### src/rtl/fir_out_capture.sv
// Triggered capture of the FIR output stream into a first-word-fall-through FIFO
// that a host drains over a valid/ready port, concurrently with capture if desired.
module fir_out_capture #(
  parameter int DW    = 22,
  parameter int DEPTH = 16,
  parameter int AW    = 4
) (
  input  logic          clk,
  input  logic          rstn,
  input  logic [DW-1:0] filt_in,
  input  logic          samp_en,
  input  logic          arm,
  input  logic          abort,
  input  logic          trig_mode,
  input  logic [DW-1:0] trig_level,
  input  logic [AW:0]   cap_len,
  output logic [DW-1:0] rd_data,
  output logic          rd_valid,
  input  logic          rd_ready,
  output logic          busy,
  output logic          done,
  output logic [AW:0]   fill_level
);

  typedef enum logic [1:0] {IDLE, ARMED, CAPTURE, DRAIN} state_t;

  localparam logic [AW:0]   FULL  = (AW+1)'(DEPTH);
  localparam logic [AW:0]   ONE_C = (AW+1)'(1);
  localparam logic [AW-1:0] ONE_P = AW'(1);

  state_t        state_q, state_d;
  logic [AW-1:0] wr_ptr_q, wr_ptr_d;
  logic [AW-1:0] rd_ptr_q, rd_ptr_d;
  logic [AW:0]   fill_q, fill_d;
  logic [AW:0]   cnt_q, cnt_d;
  logic [AW:0]   len_q, len_d;
  logic          mode_q, mode_d;
  logic [DW-1:0] level_q, level_d;
  logic          done_q, done_d;
  logic [DW-1:0] mem_q [DEPTH];
  logic [DW-1:0] mem_d [DEPTH];

  logic          push;
  logic          pop;
  logic          level_hit;
  logic [AW:0]   len_sel;

  always_comb begin
    state_d  = state_q;
    wr_ptr_d = wr_ptr_q;
    rd_ptr_d = rd_ptr_q;
    cnt_d    = cnt_q;
    len_d    = len_q;
    mode_d   = mode_q;
    level_d  = level_q;
    done_d   = done_q;
    mem_d    = mem_q;
    push     = 1'b0;
    pop      = rd_ready && (fill_q != '0);

    // A zero or oversize length means "fill the whole FIFO".
    len_sel   = ((cap_len == '0) || (cap_len > FULL)) ? FULL : cap_len;
    level_hit = $signed(filt_in) >= $signed(level_q);

    case (state_q)
      IDLE: begin
        if (arm) begin
          len_d   = len_sel;
          mode_d  = trig_mode;
          level_d = trig_level;
          done_d  = 1'b0;
          state_d = ARMED;
        end
      end
      ARMED: begin
        if (samp_en && (!mode_q || level_hit)) begin
          push    = 1'b1;
          cnt_d   = ONE_C;
          state_d = (len_q == ONE_C) ? DRAIN : CAPTURE;
        end
      end
      CAPTURE: begin
        if (samp_en) begin
          push  = 1'b1;
          cnt_d = cnt_q + ONE_C;
          if ((cnt_q + ONE_C) == len_q) begin
            state_d = DRAIN;
          end
        end
      end
      DRAIN: begin
        state_d = DRAIN;
      end
      default: begin
        state_d = IDLE;
      end
    endcase

    fill_d = fill_q + (push ? ONE_C : '0) - (pop ? ONE_C : '0);

    if ((state_q == DRAIN) && (fill_d == '0)) begin
      state_d = IDLE;
      done_d  = 1'b1;
    end

    if (push) begin
      mem_d[wr_ptr_q] = filt_in;
      wr_ptr_d        = wr_ptr_q + ONE_P;
    end
    if (pop) begin
      rd_ptr_d = rd_ptr_q + ONE_P;
    end

    // Abort overrides everything, including an arm or a pop in the same cycle.
    if (abort) begin
      state_d  = IDLE;
      wr_ptr_d = '0;
      rd_ptr_d = '0;
      fill_d   = '0;
      cnt_d    = '0;
      done_d   = 1'b0;
    end
  end

  always_ff @(posedge clk or negedge rstn) begin
    if (!rstn) begin
      state_q  <= IDLE;
      wr_ptr_q <= '0;
      rd_ptr_q <= '0;
      fill_q   <= '0;
      cnt_q    <= '0;
      len_q    <= '0;
      mode_q   <= 1'b0;
      level_q  <= '0;
      done_q   <= 1'b0;
      for (int i = 0; i < DEPTH; i++) begin
        mem_q[i] <= '0;
      end
    end else begin
      state_q  <= state_d;
      wr_ptr_q <= wr_ptr_d;
      rd_ptr_q <= rd_ptr_d;
      fill_q   <= fill_d;
      cnt_q    <= cnt_d;
      len_q    <= len_d;
      mode_q   <= mode_d;
      level_q  <= level_d;
      done_q   <= done_d;
      mem_q    <= mem_d;
    end
  end

  assign rd_data    = mem_q[rd_ptr_q];
  assign rd_valid   = (fill_q != '0);
  assign busy       = (state_q != IDLE);
  assign done       = done_q;
  assign fill_level = fill_q;

endmodule
### config.mk
export PLATFORM = sky130hd
export DESIGN_NAME = fir_out_capture
export DESIGN_NICKNAME = d
export VERILOG_FILES = /design/src/rtl/fir_out_capture.sv
export SDC_FILE = /design/constraint.sdc
export NUM_CORES = 1
export LEC_CHECK = 0
export ABC_AREA = 1
export BUFFER_PORTS_ARGS = -buffer_cell sky130_fd_sc_hd__buf_2
export CORE_MARGIN = 3
export CORE_UTILIZATION = 35
export DETAILED_ROUTE_END_ITERATION = 7
export GPL_ROUTABILITY_DRIVEN = 0
export SYNTH_ARGS = -nofsm -noshare
export SYNTH_HDL_FRONTEND = slang
export SYNTH_SLANG_ARGS = --single-unit
### constraint.sdc
create_clock -name clk -period 4.6 [get_ports clk]
set_input_delay 0 -clock clk [delete_from_list [all_inputs] [get_ports clk]]
set_output_delay 0 -clock clk [all_outputs]
set_load 0.1 [all_outputs]
==> results.sh, run 1 <==
export IMPL_ir_drop_uv=808.1
export IMPL_swShare=0.4578
export IMPL_hp_start="arm"
export IMPL_finalInstanceArea_mm2=0.02371
export IMPL_clockRootBuffer="clkbuf_16"
export IMPL_intPower_mw=7.138
export IMPL_p_sw_mw=6.027
export IMPL_initial_core_util=0.3578
export IMPL_netlist_area_mm2=0.02084
export IMPL_synth_edff_count=0
export IMPL_clock_latency_ns=0.58
export IMPL_r2r_cells=24
export IMPL_nets=2630
export IMPL_overflow=0
export IMPL_tns_ns=0
export IMPL_run_status="finished, final reports clean"
export IMPL_cts_sinks=401
export IMPL_fp_row_count=88
export IMPL_cts_htree_levels=2
export IMPL_max_freq_mhz=250.0
export IMPL_ys_seq_area_frac=0.4816
export IMPL_ys_warn_count=0
export IMPL_postPlaceCellArea_mm2=0.02164
export IMPL_critPathKind="flip-flop to flip-flop"
export IMPL_die_area_mm2=0.06250
export IMPL_cts_tree="built"
export IMPL_fin_hold_ws_ns=0.04095
export IMPL_drc=0
export IMPL_final_min_clock_period_ns=4.000
export IMPL_synth_main_ff_cell="dfrtp_1"
export IMPL_synth_async_sr_flop_share=1.000
export IMPL_synth_top_cell_by_area="dfrtp_1"
export IMPL_die_w_um=250
export IMPL_tightest_slew_ns=1.210
export IMPL_core_mm2=0.05825
export IMPL_synth_fp_nets=2641
export IMPL_fin_crit_sh=0.8696
export IMPL_syn_inst=2543
export IMPL_relSlewSlack=0.1922
export IMPL_startpoint_type="flip-flop"
export IMPL_totalWireLength_um=65040
export IMPL_drt_iter0_drc=1884
export IMPL_cts_buffers=44
export IMPL_clkTransAtPathRegs_ns=0.06
export IMPL_reg2reg_to="state_q[1]"
export IMPL_synth_top_area_share=0.4816
export IMPL_n_fill_cell=5697
export IMPL_antenna_found_initial=0
export IMPL_drive_gt1_frac=0.09279
export IMPL_setup_viol=0
export IMPL_power_frac_comb=0.412
export IMPL_synth_seq_cells=401
export IMPL_r2r_start="level_q[21]"
export IMPL_via_per_inst=5.610
export IMPL_postCtsSetupBuffers=0
export IMPL_multi_input_area_mm2=0.009361
export IMPL_vias=18680
export IMPL_synth_cell_types=34
export IMPL_placedCellCount=3192
export IMPL_grt_pass1_wl_um=104300
export IMPL_worst_ep_arrival_time_ns=4.46
export IMPL_p_total_mw=13.16
export IMPL_ctsResizeCount=0
export IMPL_p_per_area_mw_per_mm2=555.3
export IMPL_hold_class="input pin to flip-flop"
export IMPL_grt_pass1_vias=18060
export IMPL_numPortBuffers=85
export IMPL_p_clk_frac=0.279
export IMPL_finalHoldViolations=0
export IMPL_hold_depth=4
export IMPL_grt_max_degree=193
export IMPL_drv_cap=0
export IMPL_place_hpwl_um=36910
export IMPL_final_cells=3330
export IMPL_r2r_slack_ns=0.60
export IMPL_dieHeight_um=250
export IMPL_synthToLayoutAreaGrowth_pct=13.77
export IMPL_min_to="level_q[0]"
export IMPL_dr_pass1_iters=5
export IMPL_power_frac_seq=0.310
export IMPL_finalMaxSlewViolations=0
export IMPL_crit_path_end_kind="flip-flop"
export IMPL_grt_use_total=0.2051
export IMPL_synth_area_leaders="dfrtp_1 48%, nand2_1 15%, nand4_1 11%"
export IMPL_leakage_nw=11.99
export IMPL_routedWlPerCell_um=19.53
export IMPL_antenna_diode_count=0
export IMPL_fin_worst_skew_ns=0.01647
export IMPL_ios=86
export IMPL_required_ns=5.06
export IMPL_worstPathMaxFanout=5
export IMPL_ff_latch_area_mm2=0.01004
export IMPL_rsz0062_at_grt="false"
export IMPL_antenna_left=0
export IMPL_clk_path_buf_depth=3
export IMPL_avgSynthCellArea_um2=8.194
-- power groups by stage --
| stage | clock network (mW) | registers [mW] | logic (mW) |
|---|---|---|---|
| final | 3.67 | 4.08 | 5.42 |
| after global routing | 3.88 | 4.12 | 5.86 |
| after global placement | 0 | 4.13 | 5.23 |
| after CTS | 3.74 | 4.07 | 5.36 |
| after detailed placement | 0 | 4.14 | 5.32 |
| after floorplan | 0 | 4.17 | 4.05 |
-- final cells by class --
cell class | instances | area share
Clock buffer | 60 | 0.05241
Clock inverter | 19 | 0.01003
Inverter | 72 | 0.01151
Multi-Input combinational cell | 1807 | 0.3949
Sequential cell | 401 | 0.4237
Tap cell | 765 | 0.04038
Timing Repair Buffer | 206 | 0.06713
-- Yosys cell counts (13+ instances only) --
master    instances
nor2_1          176
nand4_1         359
ha_1             41
buf_6            23
clkbuf_1        155
dfrtp_1         401
nand3_1          54
nand2_1         832
buf_2            53
buf_1            31
o211ai_1         19
o32ai_1          19
o221ai_1         63
mux2i_1          63
o21ai_0         130
inv_1            71
a21oi_1          13
-- worst max-delay path, stage by stage, from the launching register on --
cell	delay (ns)
dfrtp_1	0.32
inv_1	0.05
ha_1	0.34
nand2_1	0.10
nor2_2	0.15
nand2_1	0.09
nor2_1	0.14
nand2_1	0.09
nand3_1	0.08
nand2_1	0.05
nand3_1	0.15
nand3_1	0.23
nand2_8	0.14
nand2_1	0.15
ha_1	0.34
inv_1	0.05
ha_1	0.15
inv_1	0.06
fa_1	0.39
o21ai_0	0.19
a21oi_1	0.10
xor2_1	0.18
nand3_1	0.16
nand3b_1	0.11
o21ai_0	0.09
-- flip-flops by register name, indices dropped and copies added (netlist names) --
register / cells
rd_ptr_q: 4
done: 1
wr_ptr_q: 4
cnt_q: 5
level_q: 22
state_q: 2
mem_q: 352
mode_q: 1
fill_level: 5
len_q: 5
-- per-layer routing --
layer  vias to the layer above  GRT usage  routed length, um
met5                         -          0                  0
met4                         0    0.06494               1805
met3                       126    0.03283               4177
met2                       637     0.3328              30160
met1                      9226     0.2815              28910
li1                       8692          -                  -
-- cell families (layout without fill, tap and decap cells) --
group | Yosys count | after routing | synth area share
and+or+nand+nor | 1435 | 1435 | 0.3064
DFF | 401 | 401 | 0.4816
buffers and inverters | 335 | 357 | 0.07199
AOI/OAI and AO/OA | 256 | 256 | 0.07962
muxes | 63 | 63 | 0.03026
adders and majority gates | 42 | 42 | 0.02558
xor gates and xnor gates | 11 | 11 | 0.004623
-- what timing repair did --
item,4_1_cts,5_1_grt
hold buffers,59,0
hold endpoints to repair,507,0
setup endpoints to repair,0,0
-- cell usage in the layout (no fill, tap or decap), types with 5 or more instances in the layout --
cell type / n
bufinv_16: 5
mux2i_1: 63
nand4_1: 359
nor3_1: 8
o21ai_0: 130
nor2_1: 163
clkbuf_16: 45
inv_1: 71
dlygate4sd3_1: 59
o211ai_1: 19
buf_12: 8
clkbuf_1: 9
buf_2: 84
buf_4: 54
ha_1: 40
clkbuf_8: 6
nor2_2: 14
dfrtp_1: 398
nand2_1: 832
xor2_1: 7
o221ai_1: 63
nand3_1: 54
o32ai_1: 19
clkinv_2: 9
a21oi_1: 13
o22ai_1: 6
-- how the worst max path moves through the flow --
stage                        from  depth (start not counted)    endpoint
floorplan           fill_level[2]                         16  state_q[1]
global placement      level_q[21]                         24  state_q[1]
detailed placement    level_q[21]                         24  state_q[0]
CTS                   level_q[21]                         24  state_q[1]
global route          level_q[21]                         24  state_q[1]
finish                level_q[21]                         24  state_q[1]
-- through the flow --
stage               utilization  setup slack [ns]
floorplan                     -            0.5987
global placement         0.3715            0.7133
detailed placement       0.3715            0.5818
CTS                      0.4070            0.5581
global route             0.4070            0.1276
finish                   0.4070            0.5997
Note: power is estimated with default switching activity, not from simulation.
==> run 2, diff against run 1 <==
--- a/config.mk
+++ b/config.mk
@@ -11,6 +11,7 @@
 export CORE_UTILIZATION = 35
 export DETAILED_ROUTE_END_ITERATION = 7
 export GPL_ROUTABILITY_DRIVEN = 0
+export GPL_TIMING_DRIVEN = 0
 export SYNTH_ARGS = -nofsm -noshare
 export SYNTH_HDL_FRONTEND = slang
 export SYNTH_SLANG_ARGS = --single-unit
==> run 2 against run 1 <==
Compared with the run above:
- cell count rose by 6.2%
- design area rose by 2.9%
- critical path depth rose by 1
- via count rose by 11%
- combinational power rose by 23%
- clock skew fell by 0.0020 ns
- highest routed layer is now met5
- first-iteration DRC count rose by 36%
- critical endpoint unchanged
- die area did not move
- count of clock-buffer cells in the layout rose by 7
- non-clock buffer count rose by 206
- sequential cell count did not move
- sequential power fell by 1%
==> results.sh, run 2 (synthesis gave the netlist of run 1 again) <==
export IMPL_run_status="finished, final reports clean"
export IMPL_crit_path_end_kind="flip-flop"
export IMPL_numPortBuffers=84
export IMPL_clkTransAtPathRegs_ns=0.07
export IMPL_drive_gt1_frac=0.08586
export IMPL_vias=20710
export IMPL_dieHeight_um=250
export IMPL_dr_pass1_iters=7
export IMPL_via_per_inst=5.852
export IMPL_fin_worst_skew_ns=0.01445
export IMPL_r2r_slack_ns=0.39
export IMPL_crit_buf_inv=4
export IMPL_place_hpwl_um=59080
export IMPL_totalWireLength_um=81860
export IMPL_rsz0062_at_grt="false"
export IMPL_cp_slowest_cell="fa_1"
export IMPL_grt_use_total=0.2566
export IMPL_critPathKind="flip-flop to flip-flop"
export IMPL_die_area_mm2=0.06250
export IMPL_regMostFlops="mem_q"
export IMPL_startpoint="level_q[21]"
export IMPL_fin_hold_ws_ns=0.01669
export IMPL_cts_buffers=45
export IMPL_fin_crit_sh=0.9150
export IMPL_worst_ep_arrival_time_ns=4.67
export IMPL_core_mm2=0.05825
export IMPL_synthToLayoutAreaGrowth_pct=17.06
export IMPL_grt_max_degree=121
export IMPL_setup_viol=0
export IMPL_startpoint_type="flip-flop"
export IMPL_cts_sinks=401
export IMPL_initial_core_util=0.3578
export IMPL_clock_latency_ns=0.59
export IMPL_drv_cap=0
export IMPL_antenna_left=0
export IMPL_postCtsSetupBuffers=0
export IMPL_worstPathMaxFanout=10
export IMPL_postPlaceCellArea_mm2=0.02232
export IMPL_finalInstanceArea_mm2=0.02439
export IMPL_drc=0
export IMPL_max_stage_delay_ns=0.39
export IMPL_reg_top3="mem_q x352, level_q x22"
export IMPL_nets=2837
export IMPL_crit_cells=25
export IMPL_critical_path_endpoint="state_q[1]"
export IMPL_power_frac_comb=0.466
export IMPL_r2r_cells=25
export IMPL_die_w_um=250
export IMPL_finalMaxSlewViolations=0
export IMPL_n_fill_cell=5814
export IMPL_antenna_found_initial=1
export IMPL_finalHoldViolations=0
export IMPL_reg2reg_to="state_q[1]"
export IMPL_tightest_slew_ns=1.161
export IMPL_fp_row_count=88
export IMPL_largest_register_ffs=352
export IMPL_routedWlPerCell_um=23.14
export IMPL_max_freq_mhz=237.6
export IMPL_mostFrequentLayoutCells="831 x nand2_1, 401 x dfrtp_1, 359 x nand4_1, 176 x nor2_1, 167 x clkbuf_1"
export IMPL_r2r_start="level_q[21]"
export IMPL_p_sw_mw=7.015
export IMPL_required_ns=5.06
export IMPL_cts_tree="built"
export IMPL_power_frac_seq=0.282
export IMPL_swShare=0.4896
export IMPL_clockRootBuffer="clkbuf_16"
export IMPL_final_min_clock_period_ns=4.209
export IMPL_leakage_nw=12.25
export IMPL_overflow=0
export IMPL_drt_iter0_drc=2566
export IMPL_intPower_mw=7.312
export IMPL_ir_drop_uv=477.1
export IMPL_ios=86
export IMPL_cp_top_family="simple AND/OR/NAND/NOR gates"
export IMPL_p_per_area_mw_per_mm2=587.3
export IMPL_grt_pass1_wl_um=123400
export IMPL_relSlewSlack=0.2261
export IMPL_p_clk_frac=0.252
export IMPL_clk_path_buf_depth=3
export IMPL_final_common_cell="nand2_1"
export IMPL_hold_class="input pin to flip-flop"
export IMPL_cts_htree_levels=2
export IMPL_grt_pass1_vias=20360
[run 2: per-layer routing]
metal / vias to the layer above / wire, um / global-route usage
met5: - / 13 / 0
met4: 2 / 4219 / 0.1221
met3: 256 / 9348 / 0.06544
met2: 1255 / 36610 / 0.4066
met1: 10070 / 31670 / 0.3280
li1: 9125 / - / -
[run 2: through the flow]
stage | std cells | util | power, mW | setup WS, ns | TNS [ns]
2_1_floorplan | 2543 | - | 8.219 | 0.5987 | 0
3_3_place_gp | 3392 | 0.3814 | 10.39 | -4.546 | -1808.57
3_5_place_dp | 3396 | 0.3832 | 10.48 | -0.2618 | -0.6998
4_1_cts | 3537 | 0.4186 | 14.17 | 0.1205 | 0
5_1_grt | 3537 | 0.4187 | 14.86 | 0.003001 | 0
6_report | 3538 | 0.4188 | 14.33 | 0.3911 | 0
[run 2: area by class of cell]
type	instances	area (um^2)	share of cell area
plain buffers	263	1236	0.05068
clock inverters	13	98.84	0.004052
diodes	1	2.502	0.0001026
inverters	72	270.3	0.01108
flip-flops and latches	401	10030	0.4114
clock buffers	67	1331	0.05458
well taps	765	957.2	0.03924
repair buffers	149	1156	0.04740
multi-input cells	1807	9305	0.3815
[run 2: how the worst min path moves through the flow]
| stage | endpoint | cells past startpoint | startpoint | slack (ns) |
|---|---|---|---|---|
| after floorplan | cnt_q[0] | 0 | rstn | -0.30 |
| after global placement | level_q[12] | 3 | trig_level[12] | 0.21 |
| after detailed placement | mem_q[192] | 1 | rstn | -0.03 |
| after CTS | done | 4 | arm | 0.007 |
| after global routing | len_q[4] | 3 | arm | 0.06 |
| final | len_q[4] | 4 | arm | 0.02 |
[run 2: what timing repair did]
item,in CTS,in global routing
endpoints found under the setup margin,0,3
resized for setup,0,4
hold endpoints to repair,296,0
hold buffers,61,0
[run 2: worst min-delay path, delay by kind of cell]
kind	cells	cell delay (ns)
AOI/OAI and AO/OA	1	0.07
buffers and inverters	1	0.10
and+or+nand+nor	2	0.38
[run 2: power groups by stage]
stage / sequential [mW] / clock [mW] / combinational, mW
final: 4.04 / 3.61 / 6.68
after CTS: 4.04 / 3.64 / 6.48
after floorplan: 4.17 / 0 / 4.05
after global placement: 4.08 / 0 / 6.30
after global routing: 4.08 / 3.79 / 6.99
after detailed placement: 4.10 / 0 / 6.38
